$ cat config.mk
export PLATFORM = sky130hd
export DESIGN_NAME = immgen_pipe
export DESIGN_NICKNAME = d
export VERILOG_FILES = /design/src/rtl/immgen_pipe.sv
export SDC_FILE = /design/constraint.sdc
export NUM_CORES = 1
export LEC_CHECK = 0
export CAP_MARGIN = 20
export CORE_ASPECT_RATIO = 1.4
export CORE_MARGIN = 2
export CORE_UTILIZATION = 30
export DETAILED_ROUTE_END_ITERATION = 16
export GPL_TIMING_DRIVEN = 0
export HOLD_SLACK_MARGIN = 0.03
export PLACE_DENSITY = 0.62
export SYNTH_ARGS = -nofsm -noshare
export SYNTH_HDL_FRONTEND = slang
export SYNTH_SLANG_ARGS = --single-unit
export TNS_END_PERCENT = 1
$ cat constraint.sdc
create_clock -name clk -period 2.7 [get_ports clk]
set_clock_uncertainty 0.15 [all_clocks]
set_input_delay 0.675 -clock clk [delete_from_list [all_inputs] [get_ports clk]]
set_output_delay 0.675 -clock clk [all_outputs]
set_load 0.1 [all_outputs]
$ cat src/rtl/immgen_pipe.sv
// immgen_pipe: RISC-V immediate decoder followed by a 2-entry (main + skid)
// output buffer. The immediate is decoded when an entry is accepted, so each
// buffered entry holds only {imm, sel, err}. Slot 0 is the main entry that
// drives out_*, and slot 1 is the skid entry. in_ready is registered and is
// high exactly when the skid slot is empty.
// XLEN must be 32 or 64.
module immgen_pipe #(
  parameter int XLEN = 32,
  parameter int ERRW = 16
) (
  input  logic            clk,
  input  logic            rst_n,
  input  logic            flush,
  input  logic            in_valid,
  output logic            in_ready,
  input  logic [31:0]     in_instr,
  input  logic [2:0]      in_sel,
  output logic            out_valid,
  input  logic            out_ready,
  output logic [XLEN-1:0] out_imm,
  output logic [2:0]      out_sel,
  output logic            out_err,
  output logic [ERRW-1:0] err_cnt
);

  localparam logic [2:0] SEL_I     = 3'd0;
  localparam logic [2:0] SEL_S     = 3'd1;
  localparam logic [2:0] SEL_B     = 3'd2;
  localparam logic [2:0] SEL_U     = 3'd3;
  localparam logic [2:0] SEL_J     = 3'd4;
  localparam logic [2:0] SEL_Z     = 3'd5;
  localparam logic [2:0] SEL_SHAMT = 3'd6;

  // Decoded form of the entry currently offered on the input side.
  logic [XLEN-1:0] dec_imm;
  logic            dec_err;

  // The opcode field never contributes to any immediate format.
  logic unused_opcode;
  assign unused_opcode = ^in_instr[6:0];

  // Buffer slots: index 0 = main (drives outputs), index 1 = skid.
  logic            slot_valid_reg [2];
  logic            slot_valid_next[2];
  logic [XLEN-1:0] slot_imm_reg   [2];
  logic [XLEN-1:0] slot_imm_next  [2];
  logic [2:0]      slot_sel_reg   [2];
  logic [2:0]      slot_sel_next  [2];
  logic            slot_err_reg   [2];
  logic            slot_err_next  [2];

  logic            in_ready_reg;
  logic            in_ready_next;
  logic [ERRW-1:0] err_cnt_reg;
  logic [ERRW-1:0] err_cnt_next;

  logic push;
  logic pop;

  // Handshakes. A flush cycle never accepts; a transfer is simply
  // out_valid && out_ready at the edge.
  assign push = in_valid && in_ready_reg && !flush;
  assign pop  = slot_valid_reg[0] && out_ready;

  // Immediate decode: sign-extended formats replicate instr[31] up to XLEN;
  // Z and SHAMT are zero-extended. Illegal entries carry a zero immediate.
  always_comb begin
    dec_imm = '0;
    dec_err = 1'b0;
    case (in_sel)
      SEL_I: dec_imm = {{(XLEN-12){in_instr[31]}}, in_instr[31:20]};
      SEL_S: dec_imm = {{(XLEN-12){in_instr[31]}}, in_instr[31:25], in_instr[11:7]};
      SEL_B: dec_imm = {{(XLEN-13){in_instr[31]}}, in_instr[31], in_instr[7],
                        in_instr[30:25], in_instr[11:8], 1'b0};
      SEL_U: dec_imm = {{(XLEN-32){in_instr[31]}}, in_instr[31:12], 12'b0};
      SEL_J: dec_imm = {{(XLEN-21){in_instr[31]}}, in_instr[31], in_instr[19:12],
                        in_instr[20], in_instr[30:21], 1'b0};
      SEL_Z: dec_imm = {{(XLEN-5){1'b0}}, in_instr[19:15]};
      SEL_SHAMT: begin
        if (XLEN == 64) begin
          dec_imm = {{(XLEN-6){1'b0}}, in_instr[25:20]};
        end else if (in_instr[25]) begin
          // A 6-bit shift amount has no meaning on a 32-bit datapath.
          dec_err = 1'b1;
        end else begin
          dec_imm = {{(XLEN-5){1'b0}}, in_instr[24:20]};
        end
      end
      default: dec_err = 1'b1;
    endcase
  end

  // Buffer next-state: flush empties everything; a transfer refills main
  // from skid (or straight from the input); otherwise a new entry fills main
  // if empty, else skid. Empty slots are kept zeroed.
  always_comb begin
    for (int i = 0; i < 2; i++) begin
      slot_valid_next[i] = slot_valid_reg[i];
      slot_imm_next[i]   = slot_imm_reg[i];
      slot_sel_next[i]   = slot_sel_reg[i];
      slot_err_next[i]   = slot_err_reg[i];
    end

    if (flush) begin
      for (int i = 0; i < 2; i++) begin
        slot_valid_next[i] = 1'b0;
        slot_imm_next[i]   = '0;
        slot_sel_next[i]   = '0;
        slot_err_next[i]   = 1'b0;
      end
    end else if (pop) begin
      if (slot_valid_reg[1]) begin
        slot_valid_next[0] = 1'b1;
        slot_imm_next[0]   = slot_imm_reg[1];
        slot_sel_next[0]   = slot_sel_reg[1];
        slot_err_next[0]   = slot_err_reg[1];
      end else if (push) begin
        slot_valid_next[0] = 1'b1;
        slot_imm_next[0]   = dec_imm;
        slot_sel_next[0]   = in_sel;
        slot_err_next[0]   = dec_err;
      end else begin
        slot_valid_next[0] = 1'b0;
        slot_imm_next[0]   = '0;
        slot_sel_next[0]   = '0;
        slot_err_next[0]   = 1'b0;
      end
      // Skid is never occupied while push is possible, so after a transfer
      // it is always empty.
      slot_valid_next[1] = 1'b0;
      slot_imm_next[1]   = '0;
      slot_sel_next[1]   = '0;
      slot_err_next[1]   = 1'b0;
    end else if (push) begin
      if (!slot_valid_reg[0]) begin
        slot_valid_next[0] = 1'b1;
        slot_imm_next[0]   = dec_imm;
        slot_sel_next[0]   = in_sel;
        slot_err_next[0]   = dec_err;
      end else begin
        slot_valid_next[1] = 1'b1;
        slot_imm_next[1]   = dec_imm;
        slot_sel_next[1]   = in_sel;
        slot_err_next[1]   = dec_err;
      end
    end
  end

  // in_ready mirrors the next skid occupancy so it can be registered.
  always_comb begin
    in_ready_next = !slot_valid_next[1];
  end

  // Error counter steps on each delivered illegal entry and sticks at all-ones.
  always_comb begin
    err_cnt_next = err_cnt_reg;
    if (pop && slot_err_reg[0] && (err_cnt_reg != {ERRW{1'b1}})) begin
      err_cnt_next = err_cnt_reg + 1'b1;
    end
  end

  // One register bank per buffer slot.
  generate
    for (genvar gi = 0; gi < 2; gi++) begin : g_slot
      // Slot storage, cleared asynchronously by reset.
      always_ff @(posedge clk or negedge rst_n) begin
        if (!rst_n) begin
          slot_valid_reg[gi] <= 1'b0;
          slot_imm_reg[gi]   <= '0;
          slot_sel_reg[gi]   <= '0;
          slot_err_reg[gi]   <= 1'b0;
        end else begin
          slot_valid_reg[gi] <= slot_valid_next[gi];
          slot_imm_reg[gi]   <= slot_imm_next[gi];
          slot_sel_reg[gi]   <= slot_sel_next[gi];
          slot_err_reg[gi]   <= slot_err_next[gi];
        end
      end
    end
  endgenerate

  // in_ready and the error counter; in_ready stays low through reset and
  // rises on the first edge after release.
  always_ff @(posedge clk or negedge rst_n) begin
    if (!rst_n) begin
      in_ready_reg <= 1'b0;
      err_cnt_reg  <= '0;
    end else begin
      in_ready_reg <= in_ready_next;
      err_cnt_reg  <= err_cnt_next;
    end
  end

  assign in_ready  = in_ready_reg;
  assign out_valid = slot_valid_reg[0];
  assign out_imm   = slot_valid_reg[0] ? slot_imm_reg[0] : '0;
  assign out_sel   = slot_valid_reg[0] ? slot_sel_reg[0] : '0;
  assign out_err   = slot_valid_reg[0] && slot_err_reg[0];
  assign err_cnt   = err_cnt_reg;

endmodule

* Yosys cells after proc, flatten, opt, wreduce, memory -nomap -nowiden
Cells that the tools add are included.
** Word-level totals
- Bits in registers :: 91
- Output and inout bits :: 54
- Bits of input ports :: 40
** Cells by class
- Equality and inequality tests :: 8
- Reductions and logical operators :: 14
- Mux-type cells :: 33
- Add/subtract/negate cells :: 1
** Operator list (number)
- $pmux W32 S7 :: 1
- $mux W64 :: 3
- $mux W32 :: 5
- $mux W6 :: 3
- $add A16 B1 Y16 const B :: 1
- $ne A16 B16 Y1 const B :: 1
- $mux W3 :: 5
- $mux W2 :: 6
- $eq A3 B3 Y1 const B :: 3
- $mux W1 :: 8
- $eq A3 B2 Y1 const B :: 2
- $logic_and A1 B1 Y1 :: 6
- $reduce_bool A3 Y1 :: 2
- $reduce_or A6 Y1 :: 1
- $mux W5 :: 1
- $reduce_and A2 Y1 :: 2
- $eq A3 B1 Y1 const B :: 1
- $logic_not A3 Y1 :: 1
- $ne A3 B2 Y1 const B :: 1
- $logic_not A1 Y1 :: 2
- $pmux W1 S2 :: 1

* Longest topological paths before layout
- Depth after elaboration :: 7
- Mapped depth :: 8
- Gate-level depth less buffers :: 5

* Worst setup path after synthesis
No wires, ideal clock.
- Path type :: reg-to-output
- Start point :: reg slot_valid_reg, in the netlist out_valid
- End point :: out out_imm[10]
- Path buffers :: 2
- Data required time :: 1.875 ns
- Path slack :: -0.344 ns
- Data arrival time :: 2.219 ns
- Cell stages (with the launch flop) :: 4
- Cell sequence :: dfrtp_1 > clkbuf_1 > clkbuf_1 > and2_1
** On the way
- Cells in the longest elaborated chain, start to end :: 1
** Ends and longest elaborated chain
- start: declaration :: line 43 : logic slot_valid_reg [2];
- start signal: indexed assignment :: line 173 : slot_valid_reg[gi] <= slot_valid_next[gi];
- $mux W32 :: line 196 : assign out_imm = slot_valid_reg[0] ? slot_imm_reg[0] : '0;
- end: declaration :: line 20 : output logic [XLEN-1:0] out_imm,
Every way passes these cells.

* Worst setup path in the final report
- Start point :: reg slot_valid_reg, in the netlist out_valid
- End point :: out out_imm[1]
The elaborated chain is that of the path after synthesis.

==> results.yml <==
grt:
  grt_pass1_wl_mm: 20.3
  use_met2_pct: 28.5
  antenna_found_initial: 0
  grt_util_all_layers_pct: 16.4
  overflow: 0
  use_met1_pct: 20.8
  grt_max_degree: 74
  grt_most_used_layer: "met2"
  grt_pass1_vias: 3933
  grt.met3_usage_pct: 2.62
power_and_ir_drop:
  sw_frac_of_total_pct: 26.7
  pwr_density_cell_mw_per_mm2: 596
  seqPwrFrac_pct: 42.3
  p_clk_share_pct: 42.8
  p_switching_uw: 914
  ir_worst_vdd_mv: 0.336
  p_leak_nw: 2.69
  p_int_mw: 2.51
  power_frac_comb_pct: 14.8
critical_path:
  path_buf_inv: 2
  cp.arrival_ps: 1790
  slowest_stage: "clkdlybuf4s15_2"
  critPathKind: "flip-flop to primary output"
  path_max_fanout: 10
  max_stage_delay_ps: 560
  endpoint_kind: "primary output"
  cp.required_ps: 1880
  crit_chain: "clkbuf_2 > and2_1 > clkdlybuf4s15_2"
  critPathLaunchType: "flip-flop"
  critical-path-top-delay-family: "buffers and inverters"
cts:
  cts_max_path_buffers: 2
  cts-root-buf: "clkbuf_16"
  cts_tree: "done"
  ctsHtreeMaxLevel: 3
  cts_inserted_buffers: 9
  path_clk_slew_ps: 60
  clk_latency_ps: 340
  cts_setup_buffers: 0
  cts.sinks: 91
run:
  drv_cap: 0
routing:
  dr.first_iter.drc_count: 233
  wl_per_cell_microns: 17.2
  via_per_inst: 5.23
  drc: 0
  vias: 3757
  firstDrtPassIters: 6
  ant_nets: 0
  drt-total-wl_mm: 12.4
cells_and_area:
  final_common_cell: "dfrtp_1"
  fin_area_sq_mm: 0.00575
  diodes: 0
  layout.nets: 567
  largest_reg_flops: 64
  final_cell_mix: "dfrtp_1 (91), nand2_1 (38), o21ai_0 (37)"
  area_growth_pct: 31.3
  drive_above_1_share_pct: 20.8
timing:
  fin_crit_sh_pct: 96.7
  slew_viol_final: 0
  rsz0062_at_grt: "no"
  max_clock_freq_mhz: 383
  hold_viol: 0
  slew_headroom_pct: 35.3
  finalSetupTns_ps: 0
  period_needed_ps: 2610
  setup_violations: 0
  tightest_slew_ps: 974
logic_synthesis:
  synthCells: 433
  synth.yosys.seq_area_share_pct: 52.0
  synth_cell_types: 52
  yosysWarnings: 0
  synth_seq_cells: 91
  synthArstFlopShare_pct: 100
  synth_edf_count: 0
  synth_flop_cell: "dfrtp_1"
  syn-num-nets: 474
  syn_avg_cell_area_sq_um: 10.1
  synth_area_sq_mm: 0.00438
floorplan:
  die_area_sq_mm: 0.0156
  std_cell_rows: 52
  core_area_sq_mm: 0.0144
  ios: 94
  start_util_pct: 30.5
  die_y_microns: 147
  die_w_microns: 106
placement:
  dp_hpwl_mm: 9.25
  portBuffers: 81
  place_congestion: 0.850
  place_area_sq_mm: 0.00549
run_status:
  status: "completed"
worst_hold_path:
  worstHoldPathType: "input pin to asynchronous set/reset pin"
==> layout make-up <==
class | instances | area [sq um]
fillers | 1414 | 8630
flip-flops and latches | 91 | 2280
multi-input cells | 306 | 1970
repair buffers | 82 | 739
clock buffers | 11 | 253
well taps | 189 | 236
plain buffers | 33 | 160
clock inverters | 4 | 97.6
inverters | 3 | 11.3
==> final timing paths <==
kind                                  startpoint               end  cells past startpoint  slack (ps)
worst max-delay path                   out_valid        out_imm[1]                      3          90
min in group clk                slot_imm_reg[16]  slot_imm_reg[16]                      2         340
worst min register to register  slot_imm_reg[16]  slot_imm_reg[16]                      2         340
max in group asynchronous                  rst_n   slot_sel_reg[0]                      2        1700
worst max register to register         out_valid  slot_imm_reg[34]                      7         580
worst min-delay path                       rst_n        err_cnt[9]                      1          60
==> worst reg2reg max path, cell delays in order (launching register included) <==
cell	delay [ps]
dfrtp_1	420
buf_2	200
nand2_2	150
o211a_1	170
buf_2	230
buf_1	460
a22oi_1	130
o21ai_0	120
==> cell families after synthesis <==
group                      synth area share (%)
buffers and inverters                      3.80
adders and majority gates                 0.514
AOI/OAI and AO/OA                          23.8
DFF                                        52.0
muxes                                     0.971
and+or+nand+nor                            16.5
xor gates and xnor gates                   2.40
==> synthesized netlist by cell type, types with 3 or more instances <==
master	instances	share of area (%)
a222oi_1	4	0.91
nor3_1	3	0.34
dfrtp_1	91	52
and2_1	37	5.3
nand4_1	4	0.57
buf_1	3	0.26
a22oi_1	25	4.3
a31oi_1	4	0.57
a21o_1	8	1.4
nor2b_1	5	0.71
buf_2	12	1.4
and3_1	5	0.71
xnor2_1	7	1.4
o21ai_0	37	4.2
o21ai_1	21	2.4
clkbuf_1	15	1.3
a22o_1	22	4.4
o22a_1	3	0.60
a21oi_1	25	2.9
inv_1	3	0.26
nand2_1	38	3.3
nor4_1	3	0.43
xor2_1	5	1.0
nor2_1	8	0.69
nand3_1	9	1.0
==> metrics by stage <==
stage / total power [mW] / cells / hold slack, ps / setup slack [ps] / utilization, %
5_1_grt: 3.56 / 719 / 77.1 / 13.7 / 40.0
3_5_place_dp: 2.00 / 704 / 326 / -800 / 38.2
3_3_place_gp: 1.98 / 703 / 312 / -2350 / 38.0
4_1_cts: 3.45 / 719 / 65.7 / -181 / 40.0
2_1_floorplan: 1.79 / 433 / 229 / -140 / -
6_report: 3.43 / 719 / 60.4 / 89.6 / 40.0
==> repair_timing <==
item                       4_1_cts  5_1_grt
setup endpoints to repair       54       11
hold buffers                     0        0
resized for setup              218        3
pin swaps                        0        0
==> metal layers <==
| layer | vias up | routed length [microns] |
|---|---|---|
| met5 | - | 0 |
| met4 | 0 | 212 |
| met3 | 16 | 495 |
| met2 | 108 | 6320 |
| met1 | 1862 | 5350 |
| li1 | 1771 | - |
==> power by group through the flow <==
stage / registers [mW] / logic (mW) / clock network [mW]
5_1_grt: 1.46 / 0.548 / 1.55
2_1_floorplan: 1.53 / 0.262 / 0
3_5_place_dp: 1.48 / 0.522 / 0
6_report: 1.45 / 0.508 / 1.47
3_3_place_gp: 1.47 / 0.506 / 0
4_1_cts: 1.45 / 0.513 / 1.49
Power figures use the tool's default switching activity.
